--- config.mk ---
export PLATFORM = sky130hd
export DESIGN_NAME = lsq_issue_arbiter
export DESIGN_NICKNAME = d
export VERILOG_FILES = /design/src/rtl/lsq_issue_arbiter_pkg.sv /design/src/rtl/lsq_issue_arbiter.sv
export SDC_FILE = /design/constraint.sdc
export NUM_CORES = 1
export LEC_CHECK = 0
export ABC_AREA = 1
export BUFFER_PORTS_ARGS = -buffer_cell sky130_fd_sc_hd__buf_2
export CAP_MARGIN = 20
export CORE_ASPECT_RATIO = 1.1
export CORE_MARGIN = 3
export CORE_UTILIZATION = 30
export DETAILED_ROUTE_END_ITERATION = 7
export SYNTH_ARGS = -nofsm -noshare
export SYNTH_HDL_FRONTEND = slang
export SYNTH_SLANG_ARGS = --single-unit
--- constraint.sdc ---
create_clock -name clk -period 3.7 [get_ports clk]
set_input_delay 0.185 -clock clk [delete_from_list [all_inputs] [get_ports clk]]
set_output_delay 0.185 -clock clk [all_outputs]
set_load 0.01 [all_outputs]
--- src/rtl/lsq_issue_arbiter_pkg.sv ---
// Shared types and default tuning for the LSQ issue arbiter.
// Latency: n/a (types and constants only).
// Backpressure: n/a.
package lsq_issue_arbiter_pkg;

    // Which queue head(s) the issue port is presenting this cycle.
    typedef enum logic [1:0] {
        SEL_NONE  = 2'd0,
        SEL_LOAD  = 2'd1,
        SEL_STORE = 2'd2,
        SEL_FUSED = 2'd3
    } lsq_issue_sel_t;

    // Arbitration mode.
    typedef enum logic [1:0] {
        ARB_NORMAL      = 2'd0,
        ARB_STORE_BURST = 2'd1,
        ARB_DRAIN       = 2'd2
    } lsq_arb_state_t;

    // Cycles a ready store may lose before a forced burst is started.
    localparam int LSQ_STORE_STARVE_LIMIT = 8;
    // Maximum back-to-back stores once a burst starts.
    localparam int LSQ_STORE_BURST_LEN    = 4;

endpackage

--- src/rtl/lsq_issue_arbiter.sv ---
// Picks load head, store head or fused pair for the LSQ issue port; generates pops.
// Latency: zero-cycle combinational grant when unlocked; drain_ack is registered (1 cycle).
// Backpressure: grant is latched while issue_valid & !issue_ready; pops only on handshake.
module lsq_issue_arbiter
    import lsq_issue_arbiter_pkg::*;
#(
    parameter int STORE_STARVE_LIMIT = LSQ_STORE_STARVE_LIMIT,
    parameter int STORE_BURST_LEN    = LSQ_STORE_BURST_LEN
) (
    input  logic       clk,
    input  logic       rst,
    input  logic       lq_valid,
    input  logic       lq_store_conflict,
    input  logic       lq_has_paired_store,
    input  logic       sq_valid,
    input  logic       sq_has_paired_load,
    input  logic       sq_full,
    input  logic       sq_empty,
    input  logic       drain_req,
    output logic       drain_ack,
    input  logic       issue_ready,
    output logic       issue_valid,
    output logic [1:0] issue_sel,
    output logic       lq_pop,
    output logic       sq_pop,
    output logic       tr_forced_store
);

    localparam int SW = $clog2(STORE_STARVE_LIMIT + 1);
    localparam int BW = $clog2(STORE_BURST_LEN + 1);
    localparam logic [SW-1:0] STARVE_MAX = SW'(STORE_STARVE_LIMIT);
    localparam logic [BW-1:0] BURST_MAX  = BW'(STORE_BURST_LEN);
    localparam logic [BW-1:0] BURST_ONE  = BW'(1);

    lsq_arb_state_t state_q, state_d, eff_state;
    lsq_issue_sel_t held_sel_q, grant;
    logic [SW-1:0]  starve_q, starve_d;
    logic [BW-1:0]  burst_q, burst_d, burst_inc;
    logic           lock_q, lock_d;
    logic           ack_q, ack_d;
    logic           load_c, store_c, fused_c;
    logic           forced, hs;

    assign load_c  = lq_valid & ~lq_store_conflict & ~lq_has_paired_store;
    assign store_c = sq_valid & ~sq_has_paired_load;
    assign fused_c = lq_valid & lq_has_paired_store & sq_valid & sq_has_paired_load;

    // Grant selection: the held grant while locked, otherwise per-mode priority.
    // A pending drain_req takes effect in the same unlocked cycle so no load slips out.
    always_comb begin
        grant     = SEL_NONE;
        forced    = 1'b0;
        eff_state = state_q;
        if (lock_q) begin
            grant = held_sel_q;
        end else begin
            if (drain_req)                  eff_state = ARB_DRAIN;
            else if (state_q == ARB_DRAIN)  eff_state = ARB_NORMAL;
            unique case (eff_state)
                ARB_STORE_BURST: begin
                    if (store_c)      grant = SEL_STORE;
                    else if (fused_c) grant = SEL_FUSED;
                    else if (load_c)  grant = SEL_LOAD;
                end
                ARB_DRAIN: begin
                    if (fused_c)      grant = SEL_FUSED;
                    else if (store_c) grant = SEL_STORE;
                end
                default: begin
                    if (store_c && ((starve_q == STARVE_MAX) || sq_full)) begin
                        grant  = SEL_STORE;
                        forced = 1'b1;
                    end else if (fused_c) grant = SEL_FUSED;
                    else if (load_c)      grant = SEL_LOAD;
                    else if (store_c)     grant = SEL_STORE;
                end
            endcase
        end
        // Nothing is presented while reset is held.
        if (!rst) begin
            grant  = SEL_NONE;
            forced = 1'b0;
        end
    end

    assign issue_valid     = (grant != SEL_NONE);
    assign issue_sel       = grant;
    assign hs              = issue_valid & issue_ready;
    assign lq_pop          = hs & ((grant == SEL_LOAD)  | (grant == SEL_FUSED));
    assign sq_pop          = hs & ((grant == SEL_STORE) | (grant == SEL_FUSED));
    assign tr_forced_store = forced;
    assign drain_ack       = ack_q & drain_req & rst;
    assign burst_inc       = burst_q + BURST_ONE;

    // Mode transitions, burst counting, starvation counting, lock and drain-ack next state.
    always_comb begin
        state_d  = state_q;
        burst_d  = burst_q;
        starve_d = starve_q;
        lock_d   = issue_valid & ~issue_ready;
        ack_d    = ~lock_q & drain_req & sq_empty & ~fused_c;

        // Starvation: a store handshake always clears; otherwise frozen while locked.
        if (hs && (grant == SEL_STORE)) begin
            starve_d = '0;
        end else if (!lock_q) begin
            if (!store_c)                starve_d = '0;
            else if (grant != SEL_STORE) starve_d = (starve_q == STARVE_MAX) ? starve_q
                                                                             : starve_q + SW'(1);
        end

        if (lock_q) begin
            if ((state_q == ARB_DRAIN) && !drain_req) begin
                state_d = ARB_NORMAL;
            end else if ((state_q == ARB_STORE_BURST) && hs && (grant == SEL_STORE)) begin
                if (burst_inc == BURST_MAX) begin
                    state_d = ARB_NORMAL;
                    burst_d = '0;
                end else begin
                    burst_d = burst_inc;
                end
            end
        end else if (drain_req) begin
            state_d = ARB_DRAIN;
            burst_d = '0;
        end else if (eff_state == ARB_STORE_BURST) begin
            if (!store_c) begin
                state_d = ARB_NORMAL;
                burst_d = '0;
            end else if (hs) begin
                if (burst_inc == BURST_MAX) begin
                    state_d = ARB_NORMAL;
                    burst_d = '0;
                end else begin
                    burst_d = burst_inc;
                end
            end
        end else begin
            // Normal mode (including the cycle that leaves drain).
            state_d = ARB_NORMAL;
            burst_d = '0;
            if (forced) begin
                // A one-store burst that completes on its first handshake never stays in burst mode.
                if (hs && (BURST_ONE == BURST_MAX)) begin
                    state_d = ARB_NORMAL;
                end else begin
                    state_d = ARB_STORE_BURST;
                    burst_d = hs ? BURST_ONE : '0;
                end
            end
        end
    end

    // State registers with synchronous active-low reset; reset drops any held grant.
    always_ff @(posedge clk) begin
        if (!rst) begin
            state_q    <= ARB_NORMAL;
            starve_q   <= '0;
            burst_q    <= '0;
            lock_q     <= 1'b0;
            held_sel_q <= SEL_NONE;
            ack_q      <= 1'b0;
        end else begin
            state_q    <= state_d;
            starve_q   <= starve_d;
            burst_q    <= burst_d;
            lock_q     <= lock_d;
            held_sel_q <= grant;
            ack_q      <= ack_d;
        end
    end

endmodule

Word level (Yosys, flattened, before mapping) --
Index checks and enable logic that the tools add are counted.
Operators by class: add/sub/neg operators 2, eq/ne operators 17, muxes and demuxes 41, bitwise operators 24, reduce and logical (&&, ||, !) cells 13
Operator list (number):
- 2-bit two-way mux | 21
- 3-bit two-way mux | 8
- 1-bit AND | 15
- 4-bit two-way mux | 3
- 2-bit by 1-bit equality test with 1-bit output (second input constant) | 4
- 2-bit equality test (second input constant) | 4
- 1-bit two-way mux | 8
- 1-bit inverter | 7
- 2-bit inequality test (second input constant) | 3
- 3-bit AND reduction | 2
- 1-bit logical AND | 5
- 5-bit inequality test (second input constant) | 1
- 4-bit by 1-bit adder with 4-bit output (second input constant) | 1
- 4-bit equality test (second input constant) | 1
- 2-bit by 1-bit inequality test with 1-bit output (second input constant) | 2
- 2-bit one-hot mux with 2 select lines | 1
- 2-bit OR reduction | 2
- 3-bit by 1-bit adder with 3-bit output (second input constant) | 1
- 3-bit equality test (second input constant) | 1
- 3-bit by 1-bit inequality test with 1-bit output (second input constant) | 1
- 1-bit OR | 2
- 2-bit AND reduction | 1
- 2-bit nonzero test | 1
- 1-bit zero test | 1
- 1-bit logical OR | 1
Word-level totals: register bits after elaboration 13, input port bits 11, output and inout port bits 7, logic and storage cells 103

Longest topological paths before layout --
word-level depth 16, mapped depth 18, gate-level depth less buffers 18

Least setup slack after synthesis --
OpenSTA, ideal clock, no wires.
path type register to register, start register state_q[0], end register state_q[0], library setup time 0.114 ns, arrival time 1.809 ns, required time 3.586 ns, path slack 1.777 ns, cell stages (with the launch flop) 18, path buffers 0, clock period less this slack 1.923 ns, cells stage by stage dfxtp_1 inv_1 nor2_1 inv_1 ha_1 inv_1 nor2_1 nand3_2 nand2_2 nand2_1 nand2_2 nand2_2 nand2_2 nand3_4 nand2_4 nand2_1 nand2_1 nor2_2
On the way: cells in the longest elaborated chain, start to end 14
Ends and longest elaborated chain:
- start, declared | line lsq_issue_arbiter.sv:35 | lsq_arb_state_t state_q, state_d, eff_state;
- start signal, assigned | line lsq_issue_arbiter.sv:164 | state_q <= state_d;
- 2-bit equality test | line lsq_issue_arbiter.sv:58 | else if (state_q == ARB_DRAIN) eff_state = ARB_NORMAL;
- 2-bit two-way mux * | line lsq_issue_arbiter.sv:58
- 2-bit two-way mux * | line lsq_issue_arbiter.sv:57 | if (drain_req) eff_state = ARB_DRAIN;
- 2-bit two-way mux * | line lsq_issue_arbiter.sv:54 | if (lock_q) begin
- 2-bit equality test or 2-bit by 1-bit equality test with 1-bit output (tied branches) | line lsq_issue_arbiter.sv:59 | unique case (eff_state)
- 2-bit one-hot mux with 2 select lines * | line lsq_issue_arbiter.sv:59
- 2-bit two-way mux * | line lsq_issue_arbiter.sv:54
- 2-bit two-way mux * | line lsq_issue_arbiter.sv:80 | if (!rst) begin
- 2-bit nonzero test * | line lsq_issue_arbiter.sv:86 | assign issue_valid = (grant != SEL_NONE);
- named net issue_valid | line lsq_issue_arbiter.sv:22 | output logic issue_valid,
- 1-bit AND * | line lsq_issue_arbiter.sv:88 | assign hs = issue_valid & issue_ready;
- 1-bit logical AND (2 in series) | line lsq_issue_arbiter.sv:115 | end else if ((state_q == ARB_STORE_BURST) && hs && (grant == SEL_STORE)) begin
- 3-bit by 1-bit inequality test with 1-bit output (no line)
- 2-bit AND reduction (no line) *
Mark *: on every way through the listed nets, which the timed path passes. The rest lies on a longest branch. The select of a mux whose other input is x is not followed. A chain may end at the register's enable or synchronous reset.

Worst setup path after layout --
start register state_q[0], end output sq_pop
On the way: cells in the longest elaborated chain, start to end 11
Ends and longest elaborated chain:
- 2-bit equality test | line lsq_issue_arbiter.sv:58
- 2-bit two-way mux * | line lsq_issue_arbiter.sv:58
- 2-bit two-way mux * | line lsq_issue_arbiter.sv:57
- 2-bit two-way mux * | line lsq_issue_arbiter.sv:54
- 2-bit equality test or 2-bit by 1-bit equality test with 1-bit output (tied branches) | line lsq_issue_arbiter.sv:59
- 2-bit one-hot mux with 2 select lines * | line lsq_issue_arbiter.sv:59
- 2-bit two-way mux * | line lsq_issue_arbiter.sv:54
- 2-bit two-way mux * | line lsq_issue_arbiter.sv:80
- 2-bit equality test or 2-bit nonzero test (tied branches) | line lsq_issue_arbiter.sv:90, lsq_issue_arbiter.sv:86
- 1-bit OR or 1-bit AND (tied branches) | line lsq_issue_arbiter.sv:90, lsq_issue_arbiter.sv:88
- 1-bit AND * | line lsq_issue_arbiter.sv:90 | assign sq_pop = hs & ((grant == SEL_STORE) | (grant == SEL_FUSED));
- end, declared | line lsq_issue_arbiter.sv:25 | output logic sq_pop,
Mark *: on every way between the ends. The rest lies on a longest branch, timed or not. The select of a mux whose other input is x is not followed.

==> results.yml <==
logic_synthesis:
  synth-warning-count: 0
  postSynthNetCount: 180
  synth.distinct_cells: 26
  netlist_top_cells_area: "sky130_fd_sc_hd__dfxtp_1, sky130_fd_sc_hd__nand2_1, sky130_fd_sc_hd__nor2_1"
  syn-instance-count: 163
  post_synth_instance_area_um2: 1066
  synthDominantCellAreaShare: 0.2441
  synth.yosys.seq_area_share: 0.2441
  syn_avg_cell_area_um2: 6.540
  synth.ff_latch_count: 13
  yosysTopAreaCell: "sky130_fd_sc_hd__dfxtp_1"
clocking:
  cts_buffers: 3
  tritoncts: "yes"
  ctsRootBufferMaster: "sky130_fd_sc_hd__clkbuf_4"
  cts.path.max_buffers: 2
  cts-hold-fix-buffers: 0
  clock_tree.htree_level_count: 1
  clock_insertion_delay_worst_skew_ns: 0.28
  total_setup_buffers_inserted_after_cts: 0
  cts.sinks: 13
  cts_resized: 0
  clk_pin_slew_ns: 0.09
final_layout:
  stdcell_area_um2: 1232
  final_net_count: 201
  share_of_layout_cells_above_drive_strength_1: 0.2787
  area_delta_synth_final_pct: 15.61
  finalCoreUtilization: 0.3640
  num-fill-cells: 390
  antennaDiodeCount: 0
  layout.cells.non_filler: 231
detailed_routing:
  drt_wl_total_um: 2197
  drc_errors: 0
  detailroute.via_count: 985
  wl_per_cell_um: 9.511
  drtAntennaViolNets: 0
  1st_iter_drt_viols: 22
  viasPerCell: 4.264
  drt_first_pass_iters: 3
floorplan:
  dieWidth_um: 62.84
  floorplan.initialDensity: 0.3149
  die_h_um: 68.52
  die_area_um2: 4305
  row_count: 22
  fp.coreArea_um2: 3386
  pin_count: 18
placed_design:
  place.port_buffers: 17
  dpl_hpwl_um: 1803
  placed_cells: 227
  routabilityCongestion: 0.7613
  detailed_place.area_um2: 1206
pwr:
  pwr_density_cell_nw_per_um2: 304.7
  max_ir_drop_vdd_mv: 0.1255
  power.static_leakage_nw: 0.6559
worst_hold_path:
  worst_hold_path_type: "input port to flop"
grt:
  antenna_found_initial: 0
  grt_max_degree: 10
  grt_util_all_layers: 0.1126
  overflow: 0
  grt_first_pass_wirelength_um: 3815
  first_global_vias: 945
critical_path:
  timing.critical_path.required_ns: 3.51
  critical_path_arrival_ns: 1.97
  worstSetupEndpointType: "primary output"
  critical_path.max_fanout: 4
  cp-start-kind: "flop"
  critPathKind: "flop to primary output"
sta:
  timing.hold.ws_ns: 0.1186
  clock-skew-final_ns: 0.004290
  tightest_slew_ns: 0.3168
  rsz0062_at_grt: "false"
  relSlewSlack: 0.7885
  finalCritPeriodShare: 0.5818
  totalNegativeSetupSlack_ns: 0
  count_of_endpoints_failing_setup_in_the_final_report: 0
  fin_crit_ns: 2.153
  slew_violations: 0
  max_freq_mhz: 464.5
  final_hold_viol_count: 0
job:
  max-cap-violations: 0
run_status:
  outcome: "finished, final reports clean"
-- path summary, 6_finish.rpt --
path         slack [ns]    endpoint  cells after the start        start
max                1.55      sq_pop                     12   state_q[0]
min                0.12      lock_q                      2  issue_ready
min reg2reg        0.53  burst_q[2]                      2   burst_q[2]
max reg2reg        1.63  state_q[0]                     17   state_q[0]
-- final cells by class --
| type | instances | area [µm²] | area share |
|---|---|---|---|
| multi-input cells | 122 | 696.9 | 0.5655 |
| flip-flops and latches | 13 | 260.3 | 0.2112 |
| inverters | 27 | 103.9 | 0.08426 |
| repair buffers | 17 | 85.08 | 0.06904 |
| well taps | 48 | 60.06 | 0.04873 |
| clock buffers | 4 | 26.28 | 0.02132 |
-- worst max-delay path: stages, from the launching register on --
cell	delay [ns]
sky130_fd_sc_hd__dfxtp_1	0.35
sky130_fd_sc_hd__inv_1	0.09
sky130_fd_sc_hd__nor2_1	0.14
sky130_fd_sc_hd__inv_1	0.06
sky130_fd_sc_hd__ha_1	0.31
sky130_fd_sc_hd__inv_1	0.09
sky130_fd_sc_hd__nor2_1	0.06
sky130_fd_sc_hd__nand3_2	0.07
sky130_fd_sc_hd__nand2_2	0.08
sky130_fd_sc_hd__nand2_1	0.08
sky130_fd_sc_hd__nand2_2	0.07
sky130_fd_sc_hd__nor2_1	0.14
sky130_fd_sc_hd__buf_2	0.15
-- synthesized netlist by cell type (all sizes together) --
master  count
a21oi      11
clkbuf      1
dfxtp      13
ha          6
inv        27
nand2      49
nand3      17
nand3b      1
nand4       1
nor2       27
nor3        1
o21ai       5
or2         1
xnor2       2
xor2        1
-- flip-flops by register name, indices dropped and copies added (netlist names) --
name and count:
starve_q 4, burst_q 3, held_sel_q 2, state_q 2
ack_q 1, lock_q 1
-- layout by cell type, fill, tap and decap left out, drive strengths merged, types with 2 or more instances in the layout --
cell | Yosys | final
xnor2 | 2 | 2
a21oi | 11 | 11
clkbuf | 1 | 4
nand3 | 17 | 17
buf | 0 | 17
nand2 | 49 | 49
inv | 27 | 27
o21ai | 5 | 5
dfxtp | 13 | 13
ha | 6 | 6
nor2 | 27 | 27
-- layer usage --
layer  wire length, µm  global-route usage
met1               940              0.1134
met2              1187              0.2330
met3                42             0.02593
met4                26             0.03306
met5                 0                   0
-- power breakdown --
group / switching [mW] / internal, mW / total, mW
clock: 0.0523 / 0.0419 / 0.0942
combinational: 0.0765 / 0.0432 / 0.120
sequential: 0.0110 / 0.151 / 0.162
total: 0.140 / 0.236 / 0.375
-- kinds of logic (layout without fill, tap and decap cells) --
group	Yosys count	count (layout)	synth area share
AO/OA/AOI/OAI	16	16	0.09977
buffers and inverters	28	48	0.1021
adder cells (fa/ha/maj)	6	6	0.07042
flip-flops	13	13	0.2441
AND/OR/NAND/NOR	97	97	0.4589
XOR/XNOR	3	3	0.02465
-- per-stage QoR --
stage	power [mW]	worst slack [ns]
final	0.3755	1.547
after CTS	0.3805	1.520
after global placement	0.2867	1.671
after floorplan	0.2557	1.777
after global routing	0.4022	1.297
after detailed placement	0.2863	1.629
Power figures use the tool's default switching activity.
